[src/rtl/core_pkg.sv]
// Shared fetch-stage types and constants for the RV32I core.
// Optional feature macro used by instr_fetch: IF_MISALIGN_CHK_EN.
package core_pkg;

  localparam int unsigned INSTR_W = 32;
  localparam int unsigned PC_W    = 32;
  localparam logic [INSTR_W-1:0] NOP = 32'h0000_0013;

  typedef enum logic [1:0] {
    IDLE,
    RUN,
    ERR
  } fetch_state_t;

  typedef struct packed {
    logic [PC_W-1:0]    pc;
    logic [INSTR_W-1:0] instr;
  } fetch_entry_t;

endpackage

[src/rtl/fetch_queue.sv]
// Small synchronous FIFO of {pc, instr} pairs between IM fetch and decode.
// Head outputs come straight from the storage registers; flush empties in one cycle.
module fetch_queue
  import core_pkg::*;
#(
  parameter  int unsigned DEPTH = 2,
  localparam int unsigned PTR_W = $clog2(DEPTH),
  localparam int unsigned CNT_W = PTR_W + 1
) (
  input  logic               clk,
  input  logic               rst,
  input  logic               push_i,
  input  logic               pop_i,
  input  logic               flush_i,
  input  logic [PC_W-1:0]    push_pc_i,
  input  logic [INSTR_W-1:0] push_instr_i,
  output logic [CNT_W-1:0]   count_o,
  output logic               head_valid_o,
  output logic [PC_W-1:0]    head_pc_o,
  output logic [INSTR_W-1:0] head_instr_o
);

  fetch_entry_t     mem_q [DEPTH];
  logic [PTR_W-1:0] wr_q;
  logic [PTR_W-1:0] rd_q;
  logic [CNT_W-1:0] cnt_q;

  // Pointers wrap naturally because DEPTH is a power of two.
  always_ff @(posedge clk or posedge rst) begin
    if (rst) begin
      wr_q  <= '0;
      rd_q  <= '0;
      cnt_q <= '0;
      for (int i = 0; i < int'(DEPTH); i++) mem_q[i] <= '0;
    end else if (flush_i) begin
      wr_q  <= '0;
      rd_q  <= '0;
      cnt_q <= '0;
    end else begin
      if (push_i) begin
        mem_q[wr_q] <= '{pc: push_pc_i, instr: push_instr_i};
        wr_q        <= wr_q + PTR_W'(1);
      end
      if (pop_i) rd_q <= rd_q + PTR_W'(1);
      if (push_i && !pop_i)      cnt_q <= cnt_q + CNT_W'(1);
      else if (!push_i && pop_i) cnt_q <= cnt_q - CNT_W'(1);
    end
  end

  assign count_o      = cnt_q;
  assign head_valid_o = (cnt_q != '0);
  assign head_pc_o    = mem_q[rd_q].pc;
  assign head_instr_o = mem_q[rd_q].instr;

endmodule

[src/rtl/instr_fetch.sv]
// Instruction fetch: PC register, fetch FSM, redirect handling and prefetch queue toward decode.
// Define IF_MISALIGN_CHK_EN to trap misaligned redirects into a sticky ERR state.
module instr_fetch
  import core_pkg::*;
#(
  parameter logic [31:0] RESET_PC = 32'h0000_0000,
  parameter int unsigned ADDR_W   = 16,
  parameter int unsigned DEPTH    = 2
) (
  input  logic              clk,
  input  logic              rst,
  input  logic              fetch_en,
  output logic [ADDR_W-1:0] im_addr,
  input  logic [31:0]       im_instr,
  input  logic              redir_valid,
  input  logic [31:0]       redir_pc,
  output logic              out_valid,
  input  logic              out_ready,
  output logic [31:0]       out_instr,
  output logic [31:0]       out_pc,
  output logic              misalign_err
);

  localparam int unsigned CNT_W = $clog2(DEPTH) + 1;

  fetch_state_t     state_q;
  logic [PC_W-1:0]  pc_q;
  logic             misalign_err_q;
  logic [CNT_W-1:0] count;
  logic             pop;
  logic             push;
  logic             redir_ok;
  logic             redir_bad;
  logic             flush;
  logic [PC_W-1:0]  redir_tgt;

`ifdef IF_MISALIGN_CHK_EN
  assign redir_bad = redir_valid && (state_q != ERR) && (redir_pc[1:0] != 2'b00);
`else
  logic unused_redir_lsb;
  assign unused_redir_lsb = ^redir_pc[1:0];
  assign redir_bad        = 1'b0;
`endif

  assign redir_tgt = {redir_pc[31:2], 2'b00};
  assign redir_ok  = redir_valid && (state_q != ERR) && !redir_bad;
  assign flush     = redir_ok || redir_bad;
  assign pop       = out_valid && out_ready;
  // A pop in the same cycle frees the slot a full queue needs for the new word.
  assign push      = (state_q == RUN) && !redir_valid && ((count < CNT_W'(DEPTH)) || pop);

  always_ff @(posedge clk or posedge rst) begin
    if (rst) begin
      state_q        <= IDLE;
      pc_q           <= RESET_PC;
      misalign_err_q <= 1'b0;
    end else if (redir_bad) begin
      state_q        <= ERR;
      misalign_err_q <= 1'b1;
    end else if (state_q != ERR) begin
      if (redir_ok)  pc_q <= redir_tgt;
      else if (push) pc_q <= pc_q + 32'd4;
      state_q <= fetch_en ? RUN : IDLE;
    end
  end

  fetch_queue #(.DEPTH(DEPTH)) u_queue (
    .clk          (clk),
    .rst          (rst),
    .push_i       (push),
    .pop_i        (pop),
    .flush_i      (flush),
    .push_pc_i    (pc_q),
    .push_instr_i (im_instr),
    .count_o      (count),
    .head_valid_o (out_valid),
    .head_pc_o    (out_pc),
    .head_instr_o (out_instr)
  );

  assign im_addr      = pc_q[ADDR_W+1:2];
  assign misalign_err = misalign_err_q;

endmodule

[config.mk]
export PLATFORM = sky130hd
export DESIGN_NAME = instr_fetch
export DESIGN_NICKNAME = d
export VERILOG_FILES = /design/src/rtl/core_pkg.sv /design/src/rtl/fetch_queue.sv /design/src/rtl/instr_fetch.sv
export SDC_FILE = /design/constraint.sdc
export NUM_CORES = 1
export LEC_CHECK = 0
export ABC_AREA = 1
export ABC_CLOCK_PERIOD_IN_PS = 5600
export CAP_MARGIN = 40
export CELL_PAD_IN_SITES_DETAIL_PLACEMENT = 1
export CELL_PAD_IN_SITES_GLOBAL_PLACEMENT = 2
export CORE_MARGIN = 10
export CORE_UTILIZATION = 32
export DETAILED_ROUTE_END_ITERATION = 8
export PLACE_DENSITY_LB_ADDON = 0.1
export SLEW_MARGIN = 20
export SYNTH_ARGS = -nofsm -noshare
export SYNTH_HDL_FRONTEND = slang
export SYNTH_HIERARCHICAL = 1
export SYNTH_SLANG_ARGS = --single-unit
export TNS_END_PERCENT = 10
[constraint.sdc]
create_clock -name clk -period 5.6 [get_ports clk]
set_input_delay 1.4 -clock clk [delete_from_list [all_inputs] [get_ports clk]]
set_output_delay 1.4 -clock clk [all_outputs]
set_load 0.05 [all_outputs]
== Yosys cells after proc, flatten, opt, wreduce, memory -nomap -nowiden ==
Cells that the tools add are included.

* Register bits after elaboration: 166
* Latch bits: 0
* Bits in writable memories: 0
* Memory bits (read-only): 0
* Input bits: 69
* Output and inout port bits: 82
* Memories kept: 0

* $add $sub $neg: 5
* Multiply operators: 0
* Divide/modulo/power cells: 0
* Order comparisons: 4
* Equality and inequality tests: 2
* Shifts and indexed selects: 0
* Muxes and demuxes: 16
* Bitwise gates (word level): 3
* Reductions and logical operators: 17

{| class="wikitable"
|+ Operators with widths
! kind !! count
|-
| two-way mux 64 bit || 4
|-
| bitwise mux 128 bit || 1
|-
| demux 64 bit (select 1 bit) || 1
|-
| two-way mux 32 bit || 2
|-
| adder 32 x 3 -> 32 bit, second input constant || 1
|-
| logical AND 1 bit || 7
|-
| two-way mux 2 bit || 3
|-
| nonzero test 2 bit || 3
|-
| two-way mux 1 bit || 5
|-
| greater-or-equal comparator 2 bit, second input constant || 2
|-
| NOT 1 -> 2 bit || 2
|-
| AND reduction 2 bit || 2
|-
| zero test 1 bit || 3
|-
| nonzero test 3 bit || 1
|-
| adder 1 bit, second input constant || 2
|-
| adder 2 x 1 -> 2 bit, second input constant || 1
|-
| equality test 2 x 1 -> 1 bit, second input constant || 1
|-
| < comparator 2 x 1 -> 1 bit, second input constant || 1
|-
| < comparator 2 bit, second input constant || 1
|-
| inequality test 2 bit, second input constant || 1
|-
| subtractor 2 x 1 -> 2 bit, second input constant || 1
|-
| logical OR 1 bit || 1
|-
| NOT 1 bit || 1
|}

== Logic depth before layout (Yosys ltp) ==
Gate-level depths: netlist (run 1).

* Depth after elaboration: 9
* Gate-level depth with buffers: 12
* Depth with buffers taken out: 11

== Cells and area by module ==
Netlist (run 1), hierarchy kept.

{| class="wikitable"
|+ Modules (own cells, without submodules)
! module !! instances !! cells each !! area an instance (um^2) !! seq. area each (um^2)
|-
| fetch_queue || 1 || 577 || 5936.9 || 3303.2
|-
| instr_fetch || 1 || 374 || 2373.5 || 775.7
|}

== Worst setup path before layout (run 1) ==
OpenSTA, ideal clock, no wires.

* Kind: input to register
* From: in out_ready
* To: reg u_queue/mem_q[23] (netlist bit)
* Arrival: 2.558 ns
* Path slack: 2.925 ns
* Stages on the path: 10
* Buffers on the path: 3
* Path through: nand2_1 nand2_1 nand3_2 inv_2 buf_2 nand3_1 buf_2 buf_2 nand2_1 o21ai_2

* Longest elaborated chain between the ends: 4

{| class="wikitable"
|+ RTL lines
! item !! line !! source
|-
| start, declared || instr_fetch.sv:18 || <nowiki>input logic out_ready,</nowiki>
|-
| logical AND 1 bit || instr_fetch.sv:48 || <nowiki>assign pop = out_valid && out_ready;</nowiki>
|-
| logical OR 1 bit || instr_fetch.sv:50 || <nowiki>assign push = (state_q == RUN) && !redir_valid && ((count < CNT_W'(DEPTH)) || pop);</nowiki>
|-
| logical AND 1 bit || instr_fetch.sv:50 ||
|-
| named net push || instr_fetch.sv:31 || <nowiki>logic push;</nowiki>
|-
| AND reduction 2 bit (no line) || n/a ||
|-
| end signal, assigned by index || fetch_queue.sv:41 || <nowiki>mem_q[wr_q] <= '{pc: push_pc_i, instr: push_instr_i};</nowiki>
|-
| end, declared || fetch_queue.sv:23 || <nowiki>fetch_entry_t mem_q [DEPTH];</nowiki>
|}

The timed path passes the listed nets, and every way through them passes these cells.
A chain may end at the register's enable or synchronous reset.

== Worst setup path in the final report (run 1) ==
* From: reg u_queue.rd_q
* To: out out_pc[31]

* Longest elaborated chain between the ends: 4

{| class="wikitable"
|+ RTL lines
! item !! line !! source
|-
| start, declared || fetch_queue.sv:25 || <nowiki>logic [PTR_W-1:0] rd_q;</nowiki>
|-
| start signal, assigned || fetch_queue.sv:44 || <nowiki>if (pop_i) rd_q <= rd_q + PTR_W'(1);</nowiki>
|-
| NOT 1 -> 2 bit (implied by the code) || fetch_queue.sv:52 || <nowiki>assign head_pc_o = mem_q[rd_q].pc;</nowiki>
|-
| two-way mux 64 bit (implied by the code) (3 in series) || fetch_queue.sv:52 ||
|-
| end, declared || instr_fetch.sv:20 || <nowiki>output logic [31:0] out_pc,</nowiki>
|}

Every way passes these cells. The select of a mux whose other input is x is not followed.

==> results of run 1 <==
## final timing paths
check,startpoint,to,slack [ns],cells after the start
setup / recovery,u_queue/rd_q$_DFFE_PP0P_,out_pc[31],1.42,3
max in group asynchronous,rst,u_queue/mem_q[12]$_DFFE_PP0P_,3.27,4
min in group asynchronous,rst,u_queue/mem_q[35]$_DFFE_PP0P_,1.36,2
hold / removal,u_queue/mem_q[42]$_DFFE_PP0P_,u_queue/mem_q[42]$_DFFE_PP0P_,0.48,2
setup reg to reg,u_queue/count_o[1]$_DFFE_PP0P_,u_queue/mem_q[35]$_DFFE_PP0P_,3.20,10
hold reg to reg,u_queue/mem_q[42]$_DFFE_PP0P_,u_queue/mem_q[42]$_DFFE_PP0P_,0.48,2
## state kept, by name, summed over array words and instances (netlist names)
name,flops
pc_q,30
u_queue/count_o,2
u_queue/rd_q,1
state_q,1
u_queue/mem_q,128
u_queue/wr_q,1
## stage by stage
stage | cell area, µm² | hold slack (ns)
floorplan | 8318 | 0.4492
global placement | 9896 | 0.4594
detailed placement | 9916 | 0.4635
CTS | 10510 | 0.4827
global route | 10540 | 0.4951
finish | 10540 | 0.4803
## where the power goes
part / switching [W] / internal, W / total [W]
sequential: 0.000304 / 0.00164 / 0.00194
clock: 0.000541 / 0.000637 / 0.00118
combinational: 0.00161 / 0.000971 / 0.00258
total: 0.00245 / 0.00324 / 0.00570
## final cells by class
type | instances | area, µm² | area share
Multi-Input combinational cell | 615 | 3398 | 0.3224
Tap cell | 330 | 412.9 | 0.03917
Timing Repair Buffer | 155 | 1614 | 0.1531
Clock inverter | 14 | 167.7 | 0.01591
Inverter | 116 | 437.9 | 0.04155
Sequential cell | 163 | 4080 | 0.3871
Clock buffer | 18 | 429.2 | 0.04072
## cell families after synthesis
kind of cell / Yosys count / share of synthesized area
compound gates: 155 / 0.1170
xor+xnor: 4 / 0.004216
fa+ha+maj: 1 / 0.001505
buf+inv: 175 / 0.1037
flops: 163 / 0.4908
mux: 64 / 0.08672
other cells: 1 / 0.0004512
simple gates: 388 / 0.1956
## cells in the final DEF, fill, tap and decap left out, types with 2 or more instances in the layout
cell                              synthesis  final
sky130_fd_sc_hd__buf_12                   0      5
sky130_fd_sc_hd__inv_2                    4      5
sky130_fd_sc_hd__o21bai_1                 7      7
sky130_fd_sc_hd__dfrtp_1                163    162
sky130_fd_sc_hd__nand4_1                  2      2
sky130_fd_sc_hd__clkdlybuf4s50_1          0    147
sky130_fd_sc_hd__o211ai_1                 5      5
sky130_fd_sc_hd__o21ai_1                 75     75
sky130_fd_sc_hd__o21ai_2                 44     44
sky130_fd_sc_hd__nor2_4                   5      5
sky130_fd_sc_hd__nand2_1                281    281
sky130_fd_sc_hd__nor2_1                  28     28
sky130_fd_sc_hd__a21oi_1                  2      2
sky130_fd_sc_hd__inv_1                  112    110
sky130_fd_sc_hd__o21ai_0                 21     21
sky130_fd_sc_hd__buf_4                   34      2
sky130_fd_sc_hd__inv_6                    0      2
sky130_fd_sc_hd__xnor2_1                  3      3
sky130_fd_sc_hd__nor2_2                   8      8
sky130_fd_sc_hd__clkinv_8                 0      2
sky130_fd_sc_hd__inv_8                    0      4
sky130_fd_sc_hd__conb_1                   1      3
sky130_fd_sc_hd__mux2_2                  64     64
sky130_fd_sc_hd__clkbuf_16                0     17
sky130_fd_sc_hd__clkinv_4                 0      4
sky130_fd_sc_hd__nand2_2                  5      5
sky130_fd_sc_hd__nand3_1                 54     53
## worst max-delay path, cell delays in order, from the launching register on
cell and delay [ns]:
sky130_fd_sc_hd__dfrtp_2 0.88, sky130_fd_sc_hd__buf_12 0.33, sky130_fd_sc_hd__mux2_2 0.37, sky130_fd_sc_hd__clkdlybuf4s50_1 0.75
## per-layer routing
metal / up-vias / share of wire / track usage
met2: 102 / 0.49 / 0.2400
met4: 0 / 0.0092 / 0.03807
met5: - / 0 / 0
met3: 14 / 0.034 / 0.03057
met1: 3016 / 0.47 / 0.1825
li1: 3259 / - / -
## cells in the mapped netlist, drive strengths merged
cell    instances
inv           116
nand3b          1
or2             1
nand4           2
o21bai          7
o211ai          5
xnor2           3
and2            1
dfrtp         163
o21ai         140
nand3          55
nand2         287
a21oi           2
mux2           64
ha              1
clkbuf          2
a31oi           1
buf            57
xor2            1
conb            1
nor2           41
==> results.md, run 1 <==
* Result of the run: finished clean
* Clock slew at reported path FFs at 0.07 ns
* Area overhead of the layout relative to synthesis at 26.83%
* Clock tree from TritonCTS: built
* Final routed wire length divided by cell count at 16.51 µm
* Number of distinct standard cells referenced by the synthesized netlist at 32
* Top achievable clock speed at 0.2390 GHz
* Summed instance area of the synthesized netlist at 8310 µm²
* Power per cell area at 540.3 nW/µm²
* Number of max-slew violations in the final report at 0
* GRT Residual Overflow at 0
* Clk Latency, worst-skew pair at 0.43 ns
* Worst path required time at 4.20 ns
* Endpoints failing hold at 0
* CTS buffer count at 17
* Syn. warnings at 6
* RD Place Congestion at 0.7337
* Vias in the first global route at 6880
* Sequential cell area fraction in the yosys report at 0.4908
* Type of the setup path with the least slack: reg -> out
* Setup total negative slack at 0 ns
* Time the worst path needs with I/O delays and setup at 4.184 ns
* Port bufs at 147
* Number of antenna repair diodes at 0
* Number of storage elements in the synthesis netlist at 163
* Minimum setup slack after placement at 1.830 ns
* Wire length reported by the detailed router at 23290 µm
* Worst voltage drop across the vdd grid at 0.2250 mV
* Min setup slack post-route at 1.416 ns
* CTS root buffer: sky130_fd_sc_hd__clkbuf_16
* Vias per cell at 4.529
* Cell types with the largest area share after synthesis: sky130_fd_sc_hd__dfrtp_1, sky130_fd_sc_hd__nand2_1, sky130_fd_sc_hd__mux2_2, sky130_fd_sc_hd__inv_1, sky130_fd_sc_hd__o21ai_2
* Cell taking the most area after synthesis: sky130_fd_sc_hd__dfrtp_1
* Worst min-delay path class: reg -> reg
* Post CTS Setup Buffer Count at 0
* Max-cap violations at 0
* Pin slew with the least headroom to its limit at 0.7865 ns
* GRT Overall Usage at 0.1432
* Setup repair after global routing missed its margin: no
* CTS Hold Buffers Added at 0
* Post-layout net count at 1138
* Final setup fails at 0
* Die Outline Area at 32820 µm²
* Gate Count Post-Synth at 951
* Worst-case clock buffer depth at 2
* Portion of synthesized cell area occupied by the leading cell type at 0.4908
* Arrival time at the worst endpoint at 2.78 ns
* CORE AREA at 25400 µm²
* Setup Skew at 0.01353 ns
* Num rows at 58
* Maximum number of pins on one net before global-route repair at 122
* Largest fanout on the critical path at 37
* Global-route wire length before repair at 37960 µm
* Mean area per synthesized cell at 8.739 µm²
* Total number of H-tree levels at 4
* Ports at 151
* Starting density of the core at 0.3272
* Via total after detailed routing at 6391
* Kind of end point of the critical path: primary output
* TritonCTS sink count at 163
* Final non-filler cell total at 1411
* Power after layout at 0.005695 W
* Util after Layout at 0.4150
* Element type at the critical path start: flip-flop
* PostCTS Resize Cnt at 0
* Iteration-0 DRC count of the detailed router at 314
* Number of antenna violations at the first check in global routing at 0
* P_leak at 4.922 nW
* Number of placed instances, taps included at 1378
* DRC violation count after routing at 0
* Horizontal extent of the die at 181.2 µm
* Detailed placer's ending HPWL at 16250 µm
* Number of detailed-routing iterations run before antenna repair at 4
* Share of cells above drive strength 1 at 0.1637
* Antenna violation net count after detailed routing at 0
* Share of the clock period used by the worst path at 0.7471
* Max-Slew Margin vs Limit at 0.4757
* Filler Cell Count at 3002
* DIE HEIGHT at 181.2 µm
No activity file was read; power rests on OpenSTA's default activity.
==> run 2: changes to the inputs <==
ABC_CLOCK_PERIOD_IN_PS = 3530   (was 5600)
CORE_UTILIZATION = 29   (was 32)
clock period = 3.53 ns   (was 5.6 ns; I/O delays follow)
==> run 2 against run 1 <==
Critical path depth is the same. Global-route usage decreased by 0.85 points. Combinational power up 60%. Largest cell class unchanged. Highest routed layer unchanged.
==> results.md, run 2 (synthesis results as in run 1) <==
* Result of the run: finished clean
* Commonest cells after routing, fill and taps aside: sky130_fd_sc_hd__nand2_1, sky130_fd_sc_hd__dfrtp_1, sky130_fd_sc_hd__clkdlybuf4s50_1
* Most common cell after layout, fill and taps aside: sky130_fd_sc_hd__nand2_1
* Share of cells above drive strength 1 at 0.1667
* Ports at 151
* Setup Skew at 0.01846 ns
* PostCTS Resize Cnt at 0
* Wire length reported by the detailed router at 23950 µm
* Max FFs per register at 128
* Cells along the critical path: buf_12, mux2_2, clkdlybuf4s50_1
* Max-Slew Margin vs Limit at 0.5192
* P_leak at 4.922 nW
* Clk Latency, worst-skew pair at 0.43 ns
* Pin slew with the least headroom to its limit at 0.7213 ns
* Starting density of the core at 0.2967
* Min setup slack post-route at 0.4004 ns
* Final routed wire length divided by cell count at 16.36 µm
* Setup total negative slack at 0 ns
* Number of antenna violations at the first check in global routing at 0
* Time the worst path needs with I/O delays and setup at 3.130 ns
* DRC violation count after routing at 0
* Worst-case clock buffer depth at 2
* Area overhead of the layout relative to synthesis at 27.61%
* Clock slew at reported path FFs at 0.07 ns
* Die Outline Area at 35830 µm²
* Number of antenna repair diodes at 0
* Horizontal extent of the die at 189.3 µm
* Kind of end point of the critical path: primary output
* Arrival time at the worst endpoint at 2.25 ns
* Power after layout at 0.009078 W
* Top reg by flops: u_queue/mem_q
* Vias per cell at 4.339
* Util after Layout at 0.3786
* Endpoints failing hold at 0
* Setup repair after global routing missed its margin: no
* Element type at the critical path start: flip-flop
* Post CTS Setup Buffer Count at 0
* CTS buffer count at 17
* Share of the clock period used by the worst path at 0.8866
* CP max stage cell: sky130_fd_sc_hd__clkdlybuf4s50_1
* TritonCTS sink count at 163
* Port bufs at 147
* Largest fanout on the critical path at 49
* Hold slack final at 0.4795 ns
* Worst path required time at 2.65 ns
* Num rows at 61
* Filler Cell Count at 3309
* Global-route wire length before repair at 38760 µm
* RD Place Congestion at 0.7273
* CORE AREA at 28010 µm²
* Clock tree from TritonCTS: built
* GRT Residual Overflow at 0
* CTS root buffer: sky130_fd_sc_hd__clkbuf_16
* Total number of H-tree levels at 4
* Crit path largest cell delay at 0.71 ns
* Iteration-0 DRC count of the detailed router at 282
* Kind of cell with the highest combined delay on the critical path: buffers and inverters
* Max-cap violations at 0
* Via total after detailed routing at 6353
* Minimum setup slack after placement at 0.6219 ns
* Worst min-delay path class: reg -> reg
* Top achievable clock speed at 0.3195 GHz
* CTS Hold Buffers Added at 0
* Worst voltage drop across the vdd grid at 0.2939 mV
* GRT Overall Usage at 0.1348
* Power per cell area at 856.0 nW/µm²
* Type of the setup path with the least slack: reg -> out
* Post-layout net count at 1143
* DIE HEIGHT at 189.3 µm
* Detailed placer's ending HPWL at 17080 µm
* Final setup fails at 0
* Vias in the first global route at 6919
* Antenna violation net count after detailed routing at 0
* Maximum number of pins on one net before global-route repair at 130
* Number of max-slew violations in the final report at 0
* Number of detailed-routing iterations run before antenna repair at 4
* Total buffers and inverters traversed by the critical path at 2
==> run 2: cell types whose count changed in the layout (fill, tap and decap cells not counted), sizes merged <==
cell / delta
clkinvlp: +3
clkinv: -3
inv: -1
buf: +5
bufinv: +1
==> run 2: where the power goes <==
group          switching [W]  internal, W  total [W]
registers           0.000458      0.00260    0.00305
clock network       0.000837      0.00107    0.00190
logic                0.00258      0.00154    0.00412
==> run 2: layout make-up <==
type | count | area, µm² | area share
flip-flops and latches | 163 | 4080 | 0.3847
multi-input cells | 615 | 3398 | 0.3204
repair buffers | 160 | 1619 | 0.1527
well taps | 378 | 473.0 | 0.04460
inverters | 116 | 439.2 | 0.04141
clock buffers | 18 | 429.2 | 0.04047
clock inverters | 14 | 166.4 | 0.01569
==> run 2: through the flow <==
| step | cell area (µm²) | cells |
|---|---|---|
| 2_1_floorplan | 8322 | 953 |
| 3_3_place_gp | 9990 | 1431 |
| 3_5_place_dp | 10010 | 1432 |
| 4_1_cts | 10610 | 1464 |
| 5_1_grt | 10610 | 1464 |
| 6_report | 10610 | 1464 |
==> run 2: worst paths after layout <==
path                                                 from                             end  slack (ns)  cells after the start
max in group asynchronous                             rst  u_queue/mem_q[127]$_DFFE_PP0P_        1.85                      3
min in group asynchronous                             rst   u_queue/mem_q[99]$_DFFE_PP0P_        0.80                      2
max                              u_queue/rd_q$_DFFE_PP0P_                      out_pc[12]        0.40                      3
max reg2reg                u_queue/count_o[1]$_DFFE_PP0P_    u_queue/mem_q[2]$_DFFE_PP0P_        1.39                     11
min reg2reg                 u_queue/mem_q[27]$_DFFE_PP0P_   u_queue/mem_q[27]$_DFFE_PP0P_        0.48                      2
min                         u_queue/mem_q[27]$_DFFE_PP0P_   u_queue/mem_q[27]$_DFFE_PP0P_        0.48                      2
==> run 2: per-layer routing <==
metal	track usage	routed length [µm]	up-vias	part of all wire
li1	-	-	3253	-
met1	0.1777	11740	3000	0.49
met2	0.2220	11250	92	0.47
met3	0.02995	816	8	0.034
met4	0.02656	148	0	0.0062
met5	0	0	-	0
==> run 2: worst reg2reg max path, cell delays in order (launching register included) <==
cell and delay [ns]:
sky130_fd_sc_hd__dfrtp_1 0.41, sky130_fd_sc_hd__inv_1 0.07, sky130_fd_sc_hd__nand2_1 0.13, sky130_fd_sc_hd__nand2_1 0.15
sky130_fd_sc_hd__nand2_1 0.12, sky130_fd_sc_hd__nand3_2 0.15, sky130_fd_sc_hd__inv_2 0.10, sky130_fd_sc_hd__nand3_4 0.09
sky130_fd_sc_hd__buf_4 0.36, sky130_fd_sc_hd__buf_12 0.29, sky130_fd_sc_hd__nand2_1 0.14, sky130_fd_sc_hd__o21ai_2 0.06
==> patch: new RTL, flow settings as in run 2 <==
Add a define of `IF_MISALIGN_CHK_EN`.
--- a/src/rtl/instr_fetch.sv
+++ b/src/rtl/instr_fetch.sv
@@ -2,2 +2,4 @@
 // Define IF_MISALIGN_CHK_EN to trap misaligned redirects into a sticky ERR state.
+`define IF_MISALIGN_CHK_EN
+
 module instr_fetch
Check against the original RTL: not equivalent (a bounded check fails within 4 cycles, from zero or initial values and one cycle with rst high).
==> patch against run 2 <==
Routed wire length is 3.3% higher; clock skew about the same; count of clock-buffer cells in the layout fell by 1; core utilization down 0.24 points; fmax fell by 8.0%; synthesized area rose by 2.8%; design area rose by 2.4%; setup slack lost 0.27 ns; non-clock buffer count grew 5; sequential cell count rose by 2; largest cell class unchanged; highest routed layer unchanged.
Power is not compared: it rests on default switching activity, and its combinational part moved more than twofold at a synthesized area within 25%.
==> patch: results (changes against run 2) <==
relative slew slack=45.2% (-6.7 points); # port buffers=150 (+2.0%); via count=6,580 (+3.6%); crit path capture=out_pc[26]; vias in the first global route=7,060 (+2.0%); register area=0.00413 mm² (+1.3%); DP Cell Count=1,466 (+2.4%); Post-synth top cells=nand2_1, dfrtp_1, inv_1; DP HPWL=17.9 mm (+4.9%); status=finished clean; Min Hold Slack=0.477 ns (-0.00295 ns); GRT Util Overall=13.9% (+0.45 points); drt total wl=24.7 mm (+3.3%); fill cell count=3,384 (+2.3%); Placer Congestion=0.730 (+0.30%); Seq/Total Area, Yosys=48.3% (-0.76 points); HP Start=u_queue/mem_q[41]$_DFFE_PP0P_; placed instance area=0.0103 mm² (+2.4%); synthesized instance count=976 (+2.6%); DRT iter0 DRCs=362 (+28%); Setup WS pre-CTS=0.526 ns (-0.0954 ns); vias per cell=4.39 (+1.2%); R2R Setup Slk=1.54 ns (+0.15 ns); final worst setup slack=0.129 ns (-0.272 ns); fin nets=1,171 (+2.4%); clock skew=0.0185 ns (+0.0000842 ns); largest net degree at the start of global routing=133 (+2.3%); Register-to-Register Path Depth=10 (-1)
## patch: changes by cell type after synthesis, moves of 11 or more
cell | run 2 | this run
buf_6 | 8 | 19
nand2_1 | 281 | 300
nand3_1 | 54 | 41
nor2_1 | 28 | 43
o21ai_1 | 75 | 64
o21ai_2 | 44 | 60
## patch: tightest hold or removal path: cells and delay by family (launching register included)
| family | cells | cell delay [ns] |
|---|---|---|
| flops | 1 | 0.34 |
| simple gates | 1 | 0.06 |
| compound gates | 1 | 0.05 |
## patch: routing by layer
metal  GRT usage, %  up-vias  share of wire (%)
met5              0        -                  0
li1               -     3334                  -
met2           21.7      112                 44
met3           2.88       12                3.8
met1           19.5     3122                 51
met4           3.06        0               0.73
## patch: power groups by stage
| stage | logic [mW] | clock network [mW] | registers, mW |
|---|---|---|---|
| detailed placement | 0.142 | 0 | 1.93 |
| floorplan | 0.0441 | 0 | 1.93 |
| global route | 0.155 | 2.10 | 1.89 |
| CTS | 0.143 | 2.00 | 1.89 |
| global placement | 0.142 | 0 | 1.93 |
| finish | 0.137 | 1.92 | 1.89 |
## patch: logic make-up (layout without fill, tap and decap cells)
group | Yosys count | count (layout) | synth area share (%)
XOR/XNOR | 3 | 3 | 0.308
multiplexers | 64 | 64 | 8.43
AO/OA/AOI/OAI | 162 | 162 | 12.5
buffers and inverters | 175 | 312 | 10.9
flip-flops | 165 | 165 | 48.3
adder cells (fa/ha/maj) | 1 | 1 | 0.146
AND/OR/NAND/NOR | 405 | 405 | 19.4
other | 1 | 2 | 0.0439
## patch: area by class of cell
type                       count  share of cell area (%)
sequential                   165                    38.1
multi-input combinational    637                    32.4
timing repair buffer         165                    15.6
tap                          384                    4.42
inverter                     115                    4.01
clock buffer                  17                    3.92
clock inverter                15                    1.67
